$ cat src/rtl/kpn_pkg.sv
// ---------------------------------------------------------------------------
// kpn_pkg
//   Shared types for the KPN process network (FIFO channels, delay_module and
//   the other process nodes). Every edge of the network carries token_t.
// ---------------------------------------------------------------------------
package kpn_pkg;

  localparam int TOKEN_WIDTH = 16;

  typedef logic [TOKEN_WIDTH-1:0] token_t;

  // Occupancy counter width for a channel of the given depth: it must be able
  // to represent 0..depth inclusive.
  function automatic int cnt_width(input int depth);
    return $clog2(depth) + 1;
  endfunction

endpackage

$ cat src/rtl/kpn_fifo_mem.sv
// ---------------------------------------------------------------------------
// kpn_fifo_mem
//   DEPTH x DATA_WIDTH register array backing a KPN FIFO channel.
//   One synchronous write port, one asynchronous (combinational) read port.
//   The array is not reset; the owning channel tracks validity itself.
//
//   clk      in   write clock
//   we_i     in   write enable
//   waddr_i  in   write slot
//   wdata_i  in   write data
//   raddr_i  in   read slot
//   rdata_o  out  contents of raddr_i (combinational)
// ---------------------------------------------------------------------------
module kpn_fifo_mem
  import kpn_pkg::*;
#(
  parameter int DATA_WIDTH = TOKEN_WIDTH,
  parameter int DEPTH      = 8,
  localparam int AW        = $clog2(DEPTH)
) (
  input  logic                  clk,
  input  logic                  we_i,
  input  logic [AW-1:0]         waddr_i,
  input  logic [DATA_WIDTH-1:0] wdata_i,
  input  logic [AW-1:0]         raddr_i,
  output logic [DATA_WIDTH-1:0] rdata_o
);

  logic [DATA_WIDTH-1:0] mem_q [DEPTH];

  always_ff @(posedge clk) begin
    if (we_i) mem_q[waddr_i] <= wdata_i;
  end

  assign rdata_o = mem_q[raddr_i];

endmodule

$ cat src/rtl/kpn_fifo_channel.sv
// ---------------------------------------------------------------------------
// kpn_fifo_channel
//   Bounded FIFO edge between two KPN process nodes. Upstream writes with wr,
//   downstream reads with rd; empty/full give the blocking semantics. The
//   popped token is registered on output_1 and held until the next pop.
//   Misuse (write while full without a read, read while empty) is recorded in
//   sticky overflow/underflow flags, cleared only by reset.
//
//   clk        in   clock, posedge
//   reset_n    in   asynchronous active-low reset
//   wr         in   write request
//   entry_1    in   token written when wr=1
//   rd         in   read request
//   output_1   out  last popped token (registered)
//   empty      out  no tokens stored (registered)
//   full       out  DEPTH tokens stored (registered)
//   count      out  tokens stored
//   overflow   out  sticky: a write was dropped
//   underflow  out  sticky: a read found the channel empty
// ---------------------------------------------------------------------------
module kpn_fifo_channel
  import kpn_pkg::*;
#(
  parameter int DATA_WIDTH = TOKEN_WIDTH,
  parameter int DEPTH      = 8
) (
  input  logic                    clk,
  input  logic                    reset_n,
  input  logic                    wr,
  input  logic [DATA_WIDTH-1:0]   entry_1,
  input  logic                    rd,
  output logic [DATA_WIDTH-1:0]   output_1,
  output logic                    empty,
  output logic                    full,
  output logic [$clog2(DEPTH):0]  count,
  output logic                    overflow,
  output logic                    underflow
);

  localparam int AW = $clog2(DEPTH);
  localparam int CW = cnt_width(DEPTH);
  localparam logic [CW-1:0] CNT_FULL = CW'(DEPTH);

  logic [AW-1:0]         wp_q, wp_d;
  logic [AW-1:0]         rp_q, rp_d;
  logic [CW-1:0]         count_q, count_d;
  logic                  empty_q, full_q;
  logic                  ovf_q, ovf_d;
  logic                  unf_q, unf_d;
  logic [DATA_WIDTH-1:0] out_q, out_d;
  logic [DATA_WIDTH-1:0] rdata;
  logic                  push, pop;

  // A full channel still accepts a write when a read frees a slot on the same
  // edge. An empty channel never forwards the incoming token to the reader.
  assign pop  = rd && !empty_q;
  assign push = wr && (!full_q || rd);

  // Storage. When full, wp == rp and both ports address the same slot; the
  // asynchronous read returns the pre-edge contents, so the popped token is
  // captured before the write replaces it.
  kpn_fifo_mem #(
    .DATA_WIDTH (DATA_WIDTH),
    .DEPTH      (DEPTH)
  ) u_mem (
    .clk     (clk),
    .we_i    (push),
    .waddr_i (wp_q),
    .wdata_i (entry_1),
    .raddr_i (rp_q),
    .rdata_o (rdata)
  );

  always_comb begin
    wp_d    = wp_q;
    rp_d    = rp_q;
    out_d   = out_q;
    ovf_d   = ovf_q;
    unf_d   = unf_q;
    count_d = count_q + CW'(push) - CW'(pop);

    // Pointers wrap naturally: DEPTH is a power of two.
    if (push) wp_d = wp_q + AW'(1);
    if (pop) begin
      rp_d  = rp_q + AW'(1);
      out_d = rdata;
    end

    if (wr && full_q && !rd) ovf_d = 1'b1;
    if (rd && empty_q)       unf_d = 1'b1;
  end

  always_ff @(posedge clk or negedge reset_n) begin
    if (!reset_n) begin
      wp_q    <= '0;
      rp_q    <= '0;
      count_q <= '0;
      out_q   <= '0;
      empty_q <= 1'b1;
      full_q  <= 1'b0;
      ovf_q   <= 1'b0;
      unf_q   <= 1'b0;
    end else begin
      wp_q    <= wp_d;
      rp_q    <= rp_d;
      count_q <= count_d;
      out_q   <= out_d;
      // Status registered from next-state count so it lines up with count_q.
      empty_q <= (count_d == '0);
      full_q  <= (count_d == CNT_FULL);
      ovf_q   <= ovf_d;
      unf_q   <= unf_d;
    end
  end

  assign output_1  = out_q;
  assign empty     = empty_q;
  assign full      = full_q;
  assign count     = count_q;
  assign overflow  = ovf_q;
  assign underflow = unf_q;

endmodule

$ cat config.mk
export PLATFORM = sky130hd
export DESIGN_NAME = kpn_fifo_channel
export DESIGN_NICKNAME = d
export VERILOG_FILES = /design/src/rtl/kpn_pkg.sv /design/src/rtl/kpn_fifo_mem.sv /design/src/rtl/kpn_fifo_channel.sv
export SDC_FILE = /design/constraint.sdc
export NUM_CORES = 1
export LEC_CHECK = 0
export ABC_AREA = 1
export BUFFER_PORTS_ARGS = -buffer_cell sky130_fd_sc_hd__buf_2
export CAP_MARGIN = 20
export CORE_ASPECT_RATIO = 0.6
export CORE_MARGIN = 3
export CORE_UTILIZATION = 50
export CTS_CLUSTER_SIZE = 28
export DETAILED_ROUTE_END_ITERATION = 16
export PLACE_DENSITY = 0.69
export RECOVER_POWER = 100
export SYNTH_ARGS = -nofsm -noshare
export SYNTH_HDL_FRONTEND = slang
export SYNTH_SLANG_ARGS = --single-unit
$ cat constraint.sdc
create_clock -name clk -period 3 [get_ports clk]
set_clock_uncertainty 0.15 [all_clocks]
set_input_delay 0.6 -clock clk [delete_from_list [all_inputs] [get_ports clk]]
set_output_delay 0.6 -clock clk [all_outputs]
set_load 0.01 [all_outputs]
; ---- Yosys cells after proc, flatten, opt, wreduce, memory -nomap -nowiden
; Memory sizes are Yosys's and may differ from the RTL's. A register that Yosys moved wholly into a read port is not among the register bits.
; Cells that the tools add are included.
[totals]
register_bits = 14
ramBits = 128
out_inout_bits = 24
wordCells = 26
mem_count = 1
[classes]
n_addsub = 4
n_eq_ne = 1
mux = 2
n_reduce_logical = 11
[memory_table]
columns = memory, words, width, rd, rd_ports_with_merged_regs, write_ports, line_no
row1 = u_mem.mem_q, 8, 16, 1, 1, 1, kpn_fifo_mem.sv:29  ; logic [DATA_WIDTH-1:0] mem_q [DEPTH];
[ops]
columns = op, count
row1 = $add 3x1->3 const B, 2
row2 = $logic_and 1x1->1, 5
row3 = $add 4x1->4, 1
row4 = $eq 4x4->1 const B, 1
row5 = $logic_not 1->1, 4
row6 = $logic_not 4->1, 1
row7 = $sub 4x1->4, 1
row8 = $mux 1, 2
row9 = $logic_or 1x1->1, 1

; ---- Depth between registers and ports, before layout
; Gate-level depths: netlist of run 1.
[logic_depth]
depth_word = 6
ltp_mapped = 11

; ---- By module
; A second synthesis of run 1 with hierarchy kept.
[hier_totals]
hier_cells = 706
hier_area_um2 = 6972.9
[modules_own_cells]
columns = module, n_inst, cells_per_inst, area_per_inst_um2, seq_area_each_um2
row1 = kpn_fifo_mem, 1, 571, 5669.2, 3843.7
row2 = kpn_fifo_channel, 1, 135, 1303.8, 752.0

; ---- Worst setup path after synthesis of run 1
; Ideal clock, no wire load.
[synth_timing]
path_type = input port to flip-flop
startpoint = input rd
endpoint = register full_q (netlist: full)
arrival_ns = 2.134
t_required_ns = 2.773
setup_slack_ns = 0.638
cell_stages = 10
path_buffers = 1
path_cell_list = inv_1 nor2_1 buf_2 ha_1 inv_1 ha_1 fa_1 nor2_1 nand2_1 a21oi_1
[synth_via]
word_cells_on_any_way = 6
cone_classes = 2 x add/sub / 1 x eq/ne / 3 x reduce/logical
[synth_lines]
columns = element, line_no
row1 = start: declaration, kpn_fifo_channel.sv:31  ; input logic rd,
row2 = $logic_and 1x1->1, kpn_fifo_channel.sv:56  ; assign pop = rd && !empty_q;
row3 = via pop, kpn_fifo_channel.sv:52  ; logic push, pop;
row4 = $sub 4x1->4, kpn_fifo_channel.sv:80  ; count_d = count_q + CW'(push) - CW'(pop);
row5 = via count_d[1], kpn_fifo_channel.sv:46  ; logic [CW-1:0] count_q, count_d;
row6 = $eq 4x4->1, kpn_fifo_channel.sv:110  ; full_q <= (count_d == CNT_FULL);
row7 = end signal: assignment, kpn_fifo_channel.sv:110
row8 = end: declaration, kpn_fifo_channel.sv:47  ; logic empty_q, full_q;
; The timed path passes the listed nets, and every way through them passes these cells.
; A chain may end at the register's enable or synchronous reset.

; ---- Final worst setup path of run 1
[layout_timing]
startpoint = register full_q (netlist: full)
endpoint = memory u_mem.mem_q[0][5] (netlist name), enable pin
[layout_via]
elab_chain_len = 5
[layout_lines]
columns = element, line_no
row1 = $logic_not 1->1, kpn_fifo_channel.sv:57  ; assign push = wr && (!full_q || rd);
row2 = $logic_or 1x1->1, kpn_fifo_channel.sv:57
row3 = $logic_and 1x1->1, kpn_fifo_channel.sv:57
row4 = $mux 1, kpn_fifo_mem.sv:32  ; if (we_i) mem_q[waddr_i] <= wdata_i;
row5 = $mux 1 (not written as such), kpn_fifo_mem.sv:32
row6 = end: declaration, kpn_fifo_mem.sv:29
; Every way passes these cells.

==> results of run 1 <==
==> worst min-delay path by stage <==
stage,slack (ps),endpoint,from
finish,270,underflow$_DFFE_PN0P_,rd
global route,250,underflow$_DFFE_PN0P_,rd
CTS,130,output_1[8]$_DFFE_PN0P_,reset_n
detailed placement,300,overflow$_DFFE_PN0P_,overflow$_DFFE_PN0P_
global placement,290,underflow$_DFFE_PN0P_,underflow$_DFFE_PN0P_
floorplan,150,count[0]$_DFF_PN0_,reset_n
==> cell usage after synthesis (2+ instances only) <==
cell type | count | area, sq um
buf_6 | 4 | 45.0
buf_2 | 16 | 80.1
xor2_1 | 4 | 35.0
nand2_1 | 209 | 785
clkbuf_1 | 2 | 7.51
ha_1 | 6 | 75.1
dfrtp_1 | 29 | 726
inv_1 | 106 | 398
buf_4 | 4 | 30.0
a21oi_1 | 2 | 10.0
or2_2 | 2 | 12.5
nor2_1 | 11 | 41.3
o21ai_0 | 2 | 10.0
inv_2 | 2 | 7.51
edfxtp_1 | 128 | 3840
nand3_1 | 97 | 485
==> metal layers <==
| metal | part of all wire, % | vias up | GRT usage (%) |
|---|---|---|---|
| li1 | - | 2118 | - |
| met1 | 42 | 2074 | 27.7 |
| met2 | 49 | 165 | 35.0 |
| met3 | 7.1 | 28 | 5.58 |
| met4 | 2.0 | 0 | 7.57 |
| met5 | 0 | - | 0 |
==> critical path, cell delays in order, from the launching register on <==
cell      delay [ps]
dfrtp_1          400
nand2_1           80
nand2_1          100
or2_2            340
nor2_1           100
clkbuf_1         960
==> registers in the layout (all words and copies together) (netlist names) <==
name / cells
empty: 1
underflow: 1
overflow: 1
count: 4
rp_q: 3
wp_q: 3
full: 1
u_mem.mem_q: 128
output_1: 16
==> layout make-up <==
cell class | instances | area [sq um] | share of cell area, %
flip-flops and latches | 158 | 4600 | 60.9
well taps | 165 | 206 | 2.74
repair buffers | 60 | 251 | 3.33
inverters | 109 | 409 | 5.42
clock buffers | 19 | 433 | 5.74
clock inverters | 13 | 149 | 1.97
multi-input cells | 337 | 1500 | 19.9
==> kinds of logic (layout without fill, tap and decap cells) <==
kind of cell / after synthesis / count (layout) / share of synthesized area, %
buf+inv: 135 / 201 / 8.58
compound gates: 6 / 6 / 0.544
fa+ha+maj: 7 / 7 / 1.43
flops: 158 / 158 / 68.9
simple gates: 319 / 319 / 19.9
xor+xnor: 5 / 5 / 0.657
==> where the power goes <==
part / internal [uW] / switching, uW
sequential: 2790 / 160
combinational: 676 / 1570
clock: 1300 / 836
==> stage by stage <==
step / setup WS, ps / total power [uW] / hold slack (ps)
3_3_place_gp: 575 / 5180 / 290
4_1_cts: 740 / 7410 / 125
5_1_grt: 386 / 7800 / 254
6_report: 475 / 7330 / 272
3_5_place_dp: 399 / 5270 / 302
2_1_floorplan: 638 / 4590 / 154
==> results.cfg, run 1 <==
[yosys]
ys_seq_area_share_pct = 68.9
async_reset_ff_share_pct = 19.0
synth_warnings = 0
synth_cell_types = 22
synth.avg_cell_area_sq_um = 10.6
syn_area_sq_um = 6670
synthesis.nets = 657
synthCells = 630
synthFlopType = edfxtp_1
ys_seq_elements = 158
synth_edf_count = 128

[critical_path]
worstPathArrival_ps = 2400
endpoint = u_mem.mem_q[0][5]$_DFFE_PP_
crit_required_ps = 2870
worstReg2RegStart = full$_DFF_PN0_
setup.worst_path.class = reg -> reg
reg2reg_depth = 5
worstSetupEndpointType = flip-flop
cp-startpoint = full$_DFF_PN0_
cp_max_fo = 16
reg2reg_to = u_mem.mem_q[0][5]$_DFFE_PP_
reg2reg_slack_ps = 470
startpoint_type = flip-flop

[global_routing]
grt.total_usage_pct = 21.2
grt_max_degree = 67
grt_pass1_wl_microns = 23200
antenna_found_initial = 0
gr-total-overflow = 0
grt_pass1_vias = 4344

[sta]
hold_viol_final = 0
setup_tns_ps = 0
rsz0062_at_grt = no
final-max-slew-violation-count = 31
finalCritPeriodShare_pct = 84.2
worstMarginPinSlew_ps = 1860
max_freq_ghz = 0.396
slew_headroom_pct = -24.2
fin_crit_ps = 2530
setup-violations-final = 0

[clocking]
holdBufCountCts = 0
cts_resized = 0
clkSlewWorstSetupHoldPaths_ps = 60
root_buffer = clkbuf_16
cts_setup_buffers = 0
clock_sinks = 158
clkLatencyLatePin_ps = 420
cts_tree = yes
cts_max_level = 4
cts_buffers = 17
ctsLongestPathBuffers = 2

[pwr]
power_leakage_uw = 0.00330
powerDensity_nw_per_um2 = 972
vdd.ir_drop.worst_v = 0.000452

[placed_design]
place_area_sq_um = 7070
dp_cells = 829
routabilityCongestion = 0.763
port_buffers = 43
dp_hpwl_microns = 8240

[floorplanning]
start_util_pct = 53.2
rows = 31
pin_count = 44
die_h_microns = 95.4
die-area_sq_um = 14800
die_w_microns = 155
core_sq_um = 12500

[drt]
post_drt_wl_per_cell_microns = 16.8
wl_microns = 14500
drc = 0
drt_iter0_drc = 391
firstDrtPassIters = 5
vias_per_cell = 5.09
vias = 4385
drtAntennaViolNets = 0

[run]
drv_cap = 1

[worst_hold_path]
hold_class = in -> reg
holdPathStages = 2

[layout]
final_cell_mix = nand2_1, edfxtp_1, inv_1, nand3_1, clkbuf_1
nNetsFinal = 710
final_area_sq_um = 7540
fillCellCount = 1020
layout_commonest_cell = nand2_1
drive_above_1_share_pct = 6.18
area_delta_synth_final_pct = 13.2
diodes = 0
fin_util_pct = 60.2
layoutNonFillerInstCount = 861

[status]
status = finished with violations
failed_checks = capacitance limit, slew limit
No activity file was read; power rests on OpenSTA's default activity.
==> run 2, diff against run 1 <==
--- a/config.mk
+++ b/config.mk
@@ -13,7 +13,7 @@
 export CORE_UTILIZATION = 50
 export CTS_CLUSTER_SIZE = 28
 export DETAILED_ROUTE_END_ITERATION = 16
-export PLACE_DENSITY = 0.69
+export PLACE_DENSITY = 0.71
 export RECOVER_POWER = 100
 export SYNTH_ARGS = -nofsm -noshare
 export SYNTH_HDL_FRONTEND = slang
==> constraint.sdc (replaced) <==
create_clock -name clk -period 2.1 [get_ports clk]
set_clock_uncertainty 0.15 [all_clocks]
set_input_delay 0.42 -clock clk [delete_from_list [all_inputs] [get_ports clk]]
set_output_delay 0.42 -clock clk [all_outputs]
set_load 0.01 [all_outputs]
==> results.cfg, run 2 (synthesized netlist as in run 1, its figures left out) <==
[drt]
wl_microns = 14800
drtAntennaViolNets = 0
firstDrtPassIters = 5
vias = 4466
drt_iter0_drc = 357
drc = 0
vias_per_cell = 5.13
post_drt_wl_per_cell_microns = 17.0

[clocking]
clock_sinks = 158
clkLatencyLatePin_ps = 420
clkSlewWorstSetupHoldPaths_ps = 60
cts_buffers = 17
cts_max_level = 4
root_buffer = clkbuf_16
ctsLongestPathBuffers = 2
cts_tree = yes

[pwr]
power_leakage_uw = 0.00341
powerDensity_nw_per_um2 = 1410
internal_power_uw = 7170
p_switching_uw = 3720
switching_share_pct = 34.1
combPwrFrac_pct = 30.2
vdd.ir_drop.worst_v = 0.000649
p_seq_share_pct = 39.2
p_clk_share_pct = 30.5

[sta]
finalCritPeriodShare_pct = 97.5
final-max-slew-violation-count = 0
max_freq_ghz = 0.488
setup_tns_ps = 0
slew_headroom_pct = 41.0
worstMarginPinSlew_ps = 885
hold_viol_final = 0
setup-violations-final = 0
fin_crit_ps = 2050

[global_routing]
grt.total_usage_pct = 21.2
gr-total-overflow = 0
antenna_found_initial = 0
grt_pass1_vias = 4422
grt_max_degree = 37
grt_pass1_wl_microns = 23400

[layout]
diodes = 0
drive_above_1_share_pct = 9.79
area_delta_synth_final_pct = 15.9
layout_commonest_cell = nand2_1
multi_input_area_sq_um = 1540
register_area_sq_um = 4600
nNetsFinal = 719
final_cell_mix = nand2_1, edfxtp_1, inv_1, nand3_1, clkbuf_1
layoutNonFillerInstCount = 870
largest_reg_flops = 128
fillCellCount = 1010
regMostFlops = u_mem.mem_q

[critical_path]
reg2reg_to = full$_DFF_PN0_
worstReg2RegStart = empty$_DFF_PN1_
path_cells = nor2_2, ha_4, inv_2, ha_4, fa_2, xnor2_2, nand2_1, a21oi_2
reg2reg_depth = 8
crit_required_ps = 2290
crit_path_max_incr_delay_ps = 550
setup.worst_path.class = reg -> reg
reg2reg_slack_ps = 50
crit_slowest_cell = dfstp_2
worstPathArrival_ps = 2240
crit_top_cell = ha_4
startpoint_type = flip-flop
worstSetupEndpointType = flip-flop
cp_max_fo = 2

[floorplanning]
pin_count = 44
die_h_microns = 95.4
die-area_sq_um = 14800
die_w_microns = 155
core_sq_um = 12500
start_util_pct = 53.2
rows = 31

[worst_hold_path]
hold_class = in -> reg
holdPathStages = 2
hp-start = rd
hold_end = underflow$_DFFE_PN0P_

[placed_design]
dp_hpwl_microns = 9100
routabilityCongestion = 0.801
port_buffers = 43
dp_cells = 834

[status]
status = finished, final reports clean

[run]
drv_cap = 0
run 2: changes by cell type in the layout (fill, tap and decap cells not counted), moves of 2 or more:
cell / delta
clkbuf_2: +9
clkinv_4: +2
buf_4: +2
inv_6: +2
clkbuf_1: -10
ha_1: -2
clkinv_2: -3
bufinv_16: +2
ha_4: +2
clkbuf_4: +5
clkinvlp_4: -2
run 2: worst max-delay path, delay by kind of cell (launching register included):
kind | cells | cell delay (ps)
flops | 1 | 550
simple gates | 2 | 180
fa+ha+maj | 3 | 770
xor+xnor | 1 | 180
buf+inv | 1 | 40
compound gates | 1 | 120
run 2: cell type report:
type                            count  area share [%]
Tap cell                          165            2.67
Timing Repair Buffer               69            4.28
Clock buffer                       18            5.55
Inverter                          109            5.30
Sequential cell                   158            59.5
Multi-Input combinational cell    337            19.9
Clock inverter                     14            2.77
run 2: per-stage QoR:
step | cell area, sq um | hold slack (ps) | worst slack, ps | total power, uW | utilization [%]
3_5_place_dp | 7140 | 310 | -152 | 7550 | 57.0
6_report | 7730 | 86.0 | 52.7 | 10900 | 61.7
4_1_cts | 7810 | 78.5 | 24.0 | 10900 | 62.3
3_3_place_gp | 7140 | 308 | -78.1 | 7440 | 57.0
2_1_floorplan | 6680 | -25.6 | -63.0 | 6570 | -
5_1_grt | 7730 | 83.1 | -19.9 | 11500 | 61.7
run 2: metal layers:
metal	part of all wire (%)	routed length [microns]	up-vias	global-route usage, %
met5	0	0	-	0
met4	1.1	170	0	8.30
met3	6.0	885	17	4.31
met2	48	7070	158	34.4
met1	45	6690	2143	28.5
li1	-	-	2148	-
run 2: worst max-delay path by stage:
stage / slack [ps] / from / end
floorplan: -60 / rd / u_mem.mem_q[4][0]$_DFFE_PP_
global placement: -80 / rd / full$_DFF_PN0_
detailed placement: -150 / rd / full$_DFF_PN0_
CTS: 20 / empty$_DFF_PN1_ / full$_DFF_PN0_
global route: -20 / full$_DFF_PN0_ / full$_DFF_PN0_
finish: 50 / empty$_DFF_PN1_ / full$_DFF_PN0_
run 2: power groups by stage:
stage | combinational [uW] | sequential (uW) | clock [uW]
floorplan | 2220 | 4350 | 0
global placement | 3150 | 4290 | 0
detailed placement | 3250 | 4310 | 0
CTS | 3300 | 4260 | 3370
global route | 3710 | 4320 | 3510
finish | 3290 | 4270 | 3320
run 2: repair_timing:
action / CTS / global route
hold buffers: 1 / 0
buffers inserted: 1 / 2
endpoints found under the setup margin: 1 / 2
pin swaps: 2 / 6
cloned: 0 / 0
gates resized for setup: 2 / 4
hold endpoints to repair: 29 / 0
==> run 3, diff against run 2 <==
--- a/config.mk
+++ b/config.mk
@@ -15,6 +15,7 @@
 export DETAILED_ROUTE_END_ITERATION = 16
 export PLACE_DENSITY = 0.71
 export RECOVER_POWER = 100
+export SETUP_SLACK_MARGIN = 0.3
 export SYNTH_ARGS = -nofsm -noshare
 export SYNTH_HDL_FRONTEND = slang
 export SYNTH_SLANG_ARGS = --single-unit
==> results.cfg, run 3 (synthesized netlist as in run 1, its figures left out) <==
[drt]
drc = 0
wl_microns = 14900
post_drt_wl_per_cell_microns = 17.0
vias = 4470
drt_iter0_drc = 357
vias_per_cell = 5.11
drtAntennaViolNets = 0
firstDrtPassIters = 5

[floorplanning]
die_w_microns = 155
rows = 31
die-area_sq_um = 14800
start_util_pct = 53.2
pin_count = 44
die_h_microns = 95.4
core_sq_um = 12500

[global_routing]
grt.total_usage_pct = 21.3
grt_pass1_wl_microns = 23500
grt_max_degree = 67
antenna_found_initial = 0
gr-total-overflow = 0
grt_pass1_vias = 4579

[critical_path]
cp-startpoint = empty$_DFF_PN1_
worstReg2RegStart = empty$_DFF_PN1_
setup.worst_path.class = reg -> reg
worstPathArrival_ps = 2190
startpoint_type = flip-flop
reg2reg_to = full$_DFF_PN0_
worstSetupEndpointType = flip-flop
reg2reg_slack_ps = 70
endpoint = full$_DFF_PN0_
crit_required_ps = 2260
reg2reg_depth = 8
cp_max_fo = 2

[placed_design]
port_buffers = 43
routabilityCongestion = 0.785
dp_hpwl_microns = 8840
dp_cells = 839

[sta]
whs_ps = 94.6
slew_headroom_pct = 25.6
hold_viol_final = 0
setup-violations-final = 0
fin_crit_ps = 2030
worstMarginPinSlew_ps = 1120
finalCritPeriodShare_pct = 96.6
final-max-slew-violation-count = 0
setup_tns_ps = 0
max_freq_ghz = 0.493
rsz0062_at_grt = yes

[layout]
area_delta_synth_final_pct = 17.5
fillCellCount = 1018
layout_commonest_cell = nand2_1
register_area_sq_um = 4600
regMostFlops = u_mem.mem_q
final_cell_mix = nand2_1, edfxtp_1, inv_1, nand3_1, clkbuf_1
multi_input_area_sq_um = 1580
layoutNonFillerInstCount = 874
nNetsFinal = 723
largest_reg_flops = 128
drive_above_1_share_pct = 11.0
diodes = 0

[clocking]
clkLatencyLatePin_ps = 420
ctsLongestPathBuffers = 2
root_buffer = clkbuf_16
cts_max_level = 4
clkSlewWorstSetupHoldPaths_ps = 60
cts_tree = yes
cts_buffers = 17
clock_sinks = 158

[run]
drv_cap = 0

[worst_hold_path]
holdPathStages = 2
hold_class = in -> reg

[pwr]
powerDensity_nw_per_um2 = 1390
vdd.ir_drop.worst_v = 0.000662
power_leakage_uw = 0.00344

[status]
status = finished, final reports clean
==> run 3: changes by cell type in the layout (fill, tap and decap cells not counted), sizes merged <==
cell,before,now
buf,11,22
clkbuf,75,69
clkinv,7,9
inv,110,108
bufinv,5,4
==> run 3: worst max-delay path, cell delays in order (launching register included) <==
cell and delay (ps):
dfstp_2 530, nor2_1 80, ha_4 280, inv_2 40, ha_4 150, fa_2 540, nor2_2 50, nand2_2 70
a21oi_2 30
==> run 3: worst min-delay path by stage <==
| stage | startpoint | to |
|---|---|---|
| final | rd | underflow$_DFFE_PN0P_ |
| after global routing | rd | underflow$_DFFE_PN0P_ |
| after CTS | rd | underflow$_DFFE_PN0P_ |
| after detailed placement | reset_n | rp_q[1]$_DFFE_PN0P_ |
| after global placement | reset_n | rp_q[1]$_DFFE_PN0P_ |
| after floorplan | reset_n | count[0]$_DFF_PN0_ |
==> run 3: through the flow <==
stage	util [%]	power (uW)	worst slack, ps	instance area (sq um)
after global placement	58.1	7620	-69.4	7280
after detailed placement	58.1	7730	-112	7280
after global routing	62.5	11500	26.6	7830
final	62.5	10900	71.5	7830
after floorplan	-	6660	-10.0	6750
after CTS	63.2	10900	91.8	7910
==> run 3: layout make-up <==
cell class	count	area share, %
clock inverter	13	2.19
clock buffer	19	5.53
multi-input combinational	337	20.2
inverter	109	5.23
sequential	158	58.7
tap	165	2.64
timing repair buffer	73	5.56
==> run 3: layer usage <==
layer	vias to the layer above	wire length, microns	global-route usage, %
li1	2154	-	-
met1	2120	6580	27.5
met2	169	6980	35.2
met3	27	1040	4.99
met4	0	290	8.60
met5	-	0	0
==> run 3: report_power, final <==
part	total (uW)	internal (uW)	switching [uW]	leakage, uW
logic	3470	1150	2320	0.00162
clock network	3160	1970	1180	0.000293
registers	4230	3990	246	0.00152
==> run 3: timing repair <==
action,4_1_cts,5_1_grt
endpoints found under the hold margin,16,0
pin swaps,2,1
hold buffers,1,0
buffers inserted,2,0
endpoints found under the setup margin,14,125
gates resized for setup,1,23
